===== src/rtl/mem_copy_sched_pkg.sv =====
// mem_copy_sched_pkg: FSM encoding and default widths shared by the BRAM copy scheduler
package mem_copy_sched_pkg;
  localparam int DEF_AW = 8;
  localparam int DEF_DW = 16;
  localparam int DEF_LW = DEF_AW + 1;
  typedef enum logic [2:0] {S_IDLE, S_COPY, S_DRAIN, S_VERIFY, S_VDRAIN, S_DONE} state_t;
endpackage


===== src/rtl/mem_copy_sched_rr_arbiter.sv =====
// rr_arbiter: round-robin picker; search starts at the pointer, pointer moves past the winner on accept
module rr_arbiter #(
  parameter int N = 2,
  parameter int IW = (N > 1) ? $clog2(N) : 1
) (
  input  logic          clk,
  input  logic          rst_n,
  input  logic [N-1:0]  i_req,
  input  logic          i_accept,
  output logic [N-1:0]  o_gnt,
  output logic [IW-1:0] o_idx,
  output logic          o_any
);
  logic [IW-1:0] r_ptr, w_k;
  // descending scan so the lowest offset from the pointer wins
  always_comb begin
    o_idx = '0;
    o_any = 1'b0;
    w_k = '0;
    for (int o = N - 1; o >= 0; o--) begin
      w_k = IW'((32'(r_ptr) + 32'(o)) % 32'(N));
      if (i_req[w_k]) begin
        o_idx = w_k;
        o_any = 1'b1;
      end
    end
  end
  assign o_gnt = o_any ? N'(1) << o_idx : '0;
  always_ff @(posedge clk or negedge rst_n)
    if (!rst_n) r_ptr <= '0;
    else if (i_accept) r_ptr <= (o_idx == IW'(N - 1)) ? '0 : o_idx + 1'b1;
endmodule


===== src/rtl/mem_copy_sched.sv =====
// mem_copy_sched: round-robin job scheduler that copies a BRAM region, then verifies it by readback
module mem_copy_sched
  import mem_copy_sched_pkg::*;
#(
  parameter int NREQ = 2,
  parameter int AW = DEF_AW,
  parameter int DW = DEF_DW,
  parameter int LW = DEF_LW
) (
  input  logic             clk,
  input  logic             rst_n,
  input  logic [NREQ-1:0]  req,
  input  logic [NREQ*AW-1:0] req_src,
  input  logic [NREQ*AW-1:0] req_dst,
  input  logic [NREQ*LW-1:0] req_len,
  output logic [NREQ-1:0]  gnt,
  output logic [NREQ-1:0]  done,
  output logic             err,
  output logic             busy,
  output logic             src_en,
  output logic [AW-1:0]    src_addr,
  input  logic [DW-1:0]    src_dout,
  output logic             dst_en,
  output logic             dst_we,
  output logic [AW-1:0]    dst_addr,
  output logic [DW-1:0]    dst_din,
  input  logic [DW-1:0]    dst_dout
);
  localparam int IW = (NREQ > 1) ? $clog2(NREQ) : 1;
  state_t r_st, w_nst;
  logic r_busy, r_mis, r_cv;
  logic [NREQ-1:0] r_gnt, r_own, w_pick;
  logic [IW-1:0] w_idx;
  logic [AW-1:0] r_src, r_dst, w_i, w_lm1;
  logic [LW-1:0] r_len, r_i;
  logic w_any, w_acc, w_last, w_step, w_wr;
  // the grant cycle itself is spent in IDLE with busy already set
  assign w_acc = (r_st == S_IDLE) && !r_busy && w_any;
  assign w_last = r_i == r_len - 1'b1;
  assign w_i = r_i[AW-1:0];
  assign w_lm1 = AW'(r_len - 1'b1);
  assign w_wr = r_i != '0;
  assign w_step = ((r_st == S_COPY) || (r_st == S_VERIFY)) && !w_last;
  rr_arbiter #(.N(NREQ), .IW(IW)) u_arb (
    .clk(clk),
    .rst_n(rst_n),
    .i_req(req),
    .i_accept(w_acc),
    .o_gnt(w_pick),
    .o_idx(w_idx),
    .o_any(w_any)
  );
  always_comb begin
    w_nst = r_st;
    src_en = 1'b0;
    src_addr = '0;
    dst_en = 1'b0;
    dst_we = 1'b0;
    dst_addr = '0;
    dst_din = '0;
    case (r_st)
      S_IDLE: w_nst = r_busy ? ((r_len == '0) ? S_DONE : S_COPY) : S_IDLE;
      S_COPY: begin
        w_nst = w_last ? S_DRAIN : S_COPY;
        src_en = 1'b1;
        src_addr = r_src + w_i;
        dst_en = w_wr;
        dst_we = w_wr;
        dst_addr = w_wr ? r_dst + w_i - 1'b1 : '0;
        dst_din = w_wr ? src_dout : '0;
      end
      S_DRAIN: begin
        w_nst = S_VERIFY;
        dst_en = 1'b1;
        dst_we = 1'b1;
        dst_addr = r_dst + w_lm1;
        dst_din = src_dout;
      end
      S_VERIFY: begin
        w_nst = w_last ? S_VDRAIN : S_VERIFY;
        src_en = 1'b1;
        dst_en = 1'b1;
        src_addr = r_src + w_i;
        dst_addr = r_dst + w_i;
      end
      S_VDRAIN: w_nst = S_DONE;
      S_DONE: w_nst = S_IDLE;
      default: w_nst = S_IDLE;
    endcase
  end
  assign gnt = r_gnt;
  assign done = (r_st == S_DONE) ? r_own : '0;
  assign err = (r_st == S_DONE) && r_mis;
  assign busy = r_busy;
  // r_cv marks cycles whose read data came from a VERIFY read one cycle earlier
  always_ff @(posedge clk or negedge rst_n)
    if (!rst_n) begin
      r_st <= S_IDLE;
      r_busy <= 1'b0;
      r_mis <= 1'b0;
      r_cv <= 1'b0;
      r_gnt <= '0;
      r_own <= '0;
      r_src <= '0;
      r_dst <= '0;
      r_len <= '0;
      r_i <= '0;
    end else begin
      r_st <= w_nst;
      r_gnt <= w_acc ? w_pick : '0;
      r_cv <= r_st == S_VERIFY;
      r_i <= w_step ? r_i + 1'b1 : '0;
      if (w_acc) begin
        r_busy <= 1'b1;
        r_mis <= 1'b0;
        r_own <= w_pick;
        r_src <= req_src[w_idx*AW +: AW];
        r_dst <= req_dst[w_idx*AW +: AW];
        r_len <= req_len[w_idx*LW +: LW];
      end else if (r_st == S_DONE) r_busy <= 1'b0;
      if (r_cv && (src_dout != dst_dout)) r_mis <= 1'b1;
    end
endmodule


===== config.mk =====
export PLATFORM = sky130hd
export DESIGN_NAME = mem_copy_sched
export DESIGN_NICKNAME = d
export VERILOG_FILES = /design/src/rtl/mem_copy_sched_pkg.sv /design/src/rtl/mem_copy_sched_rr_arbiter.sv /design/src/rtl/mem_copy_sched.sv
export SDC_FILE = /design/constraint.sdc
export NUM_CORES = 1
export LEC_CHECK = 0
export CAP_MARGIN = 20
export CORE_MARGIN = 4
export CORE_UTILIZATION = 47
export CTS_BUF_LIST = sky130_fd_sc_hd__clkbuf_8 sky130_fd_sc_hd__clkbuf_16
export CTS_CLUSTER_SIZE = 25
export DETAILED_ROUTE_END_ITERATION = 8
export PLACE_DENSITY_LB_ADDON = 0.3
export SLEW_MARGIN = 20
export SYNTH_ARGS = -nofsm -noshare
export SYNTH_HDL_FRONTEND = slang
export SYNTH_SLANG_ARGS = --single-unit

===== constraint.sdc =====
create_clock -name clk -period 3.8 [get_ports clk]
set_clock_uncertainty 0.15 [all_clocks]
set_input_delay 0.76 -clock clk [delete_from_list [all_inputs] [get_ports clk]]
set_output_delay 0.76 -clock clk [all_outputs]
set_load 0.005 [all_outputs]

==> results.txt <==
PD cells: 539 mW/mm²
Leak pwr: 2.70 nW
DRC viols: 0
RSZ-0062 raised after global routing: true
Via count: 3786
Clk_lat worst skew: 0.30 ns
DR WL/cell: 15.4 µm
Cells after Synth: 450
Post-synth ARST share: 100%
Storage cell area: 0.00113 mm²
Setup TNS: -0.0750 ns
All-Layer GR Usage: 22.2%
H-tree depth: 2
RR Startpoint: r_len[4]
GP Congestion: 0.900
Nets@finish: 729
CP Data Required Time: 2.89 ns
Io pins: 127
Port Buf Inserts: 126
Share of cells above drive strength 1: 17.0%
Distinct cell type count after synthesis: 51
Drt initial violations: 139
Commonest non-fill, non-tap cells in the layout: clkdlybuf4s50_1 (120), buf_4 (53), dfrtp_1 (45), xor2_1 (38), o21ai_0 (35)
Initial antenna violation count: 0
Die width: 99.0 µm
Peak VDD IR: 0.237 mV
Crit. End Element: output port
Crit start category: register
Setup violations, final: 1
Total core area: 0.00789 mm²
Status: finished, violations left
Pin count of the biggest net entering global routing: 46
Initial core utilization: 49.3%
Worst slew pin tran: 0.717 ns
Routed wire length: 11000 µm
Max-cap viol count: 0
Setup CP Type: register to output port
Violated checks: setup timing
CP Data Arrival Time: 2.96 ns
Clock slew seen by the registers of the worst setup and hold paths: 0.09 ns
CTS buffer count: 5
Vias/cell: 5.27
Min cycle time layout: 3.87 ns
Hold slack final: 0.285 ns
Net count after synthesis: 564
Avg Inst Size Synth: 8.64 µm²
CTS tree: built
Multi-input gate area: 0.00277 mm²
Final hold viol count: 0
Die extent in y: 99.0 µm
Placement row count: 32
#FFs+latches synth: 45
Most common cell after layout, fill and taps aside: clkdlybuf4s50_1
Seq/Total Area, Yosys: 29.0%
Crit path max fanout: 3
Worst hold path class: primary input to async pin
Pre-antenna DRT Iters: 4
Fillers: 567
Normalized max-slew margin: 52.2%
Crit share post-route: 102%
Full die area: 0.00979 mm²
Area growth syn-to-layout: 50.3%
Number of synthesized flops with an enable pin: 0
Vias in the first global route: 3707
Total power: 3.15 mW
Maximum clock rate: 258 MHz
Ant diodes: 0
Slew Limit Fails: 0
Mapped Area: 0.00389 mm²
Longest Clk Path Bufs: 2
Sink Count: 45
Ys flop type: dfrtp_1
Crit. Startpoint: r_dst[0]
Grt total ovfl: 0
First-pass GRT wire length: 17800 µm
Number of routed nets with antenna violations: 0
HPWL after DPL: 8850 µm
Post-layout util: 74.1%
Yosys warns: 0
Clock root buffer: clkbuf_8
Final WS setup: -0.0750 ns
[Yosys cell counts, types with 4 or more instances]
cell | count | area (µm²)
a211oi_1 | 6 | 45.0
a21o_1 | 10 | 75.1
a21oi_1 | 16 | 80.1
and2_1 | 7 | 43.8
clkbuf_1 | 19 | 71.3
dfrtp_1 | 45 | 1130
ha_1 | 25 | 313
inv_1 | 19 | 71.3
mux2i_1 | 29 | 290
nand2_1 | 36 | 135
nand2b_1 | 4 | 25.0
nand3_1 | 4 | 20.0
nor2_1 | 28 | 105
nor2b_1 | 19 | 119
nor3_1 | 21 | 105
nor4_1 | 8 | 50.1
o21a_1 | 5 | 37.5
o21ai_0 | 40 | 200
o22ai_1 | 8 | 50.1
or3_1 | 5 | 31.3
xnor2_1 | 17 | 149
xor2_1 | 38 | 333
[power breakdown]
part	total [mW]	switching, mW	internal, mW
clock	0.313	0.165	0.148
combinational	2.22	1.04	1.18
sequential	0.617	0.0623	0.555
[cell families after synthesis]
group / share of synthesized area [%]
compound gates: 16.2
mux: 7.75
fa+ha+maj: 9.59
flops: 29.0
buf+inv: 4.15
xor+xnor: 13.0
simple gates: 20.4
[worst max-delay path, stage by stage, from the launching register on]
cell	delay [ns]
dfrtp_1	0.39
ha_1	0.24
fa_1	0.43
a211oi_2	0.30
nor3_1	0.10
or3b_2	0.51
nor4_4	0.27
xnor2_1	0.12
o22ai_1	0.16
buf_2	0.14
[metal layers]
layer	up-vias	track usage, %	wire length [µm]
li1	1918	-	-
met1	1732	29.1	4730
met2	118	38.7	5570
met3	18	2.55	566
met4	0	6.09	187
met5	-	0	0
[repair_timing]
item	4_1_cts	5_1_grt
pin swaps	11	12
endpoints found under the setup margin	6	14
gates resized for setup	37	14
setup buffers	5	4
hold buffers	0	0
[stage by stage]
step | instances | setup slack (ns) | area [µm²]
2_1_floorplan | 450 | 0.212 | 3890
3_3_place_gp | 701 | -0.231 | 5530
3_5_place_dp | 701 | -0.413 | 5530
4_1_cts | 714 | -0.0221 | 5750
5_1_grt | 718 | -0.134 | 5850
6_report | 718 | -0.0750 | 5850
[worst paths after layout]
| check | endpoint | slack (ns) | cells after the start |
|---|---|---|---|
| worst max-delay path | dst_addr[7] | -0.07 | 9 |
| worst min-delay path | r_dst[6] | 0.29 | 1 |
| worst max register to register | r_st[1] | 1.15 | 7 |
| worst min register to register | r_mis | 0.31 | 1 |
| max in group asynchronous | r_cv | 2.82 | 1 |
| min in group clk | r_mis | 0.31 | 1 |
[final cells by class]
cell class,instances,area share [%]
sequential,45,19.3
timing repair buffer,180,28.3
clock buffer,6,1.41
inverter,19,1.22
multi-input combinational,364,47.4
clock inverter,2,0.235
tap,102,2.18
[registers in the layout (all words and copies together), names as in the netlist]
signal and cells:
r_cv 1, r_len 9, gnt 2, r_i 9
busy 1, u_arb.r_ptr 1, r_st 3, r_src 8
r_dst 8, r_mis 1, r_own 2
(Power assumes the default switching activity.)
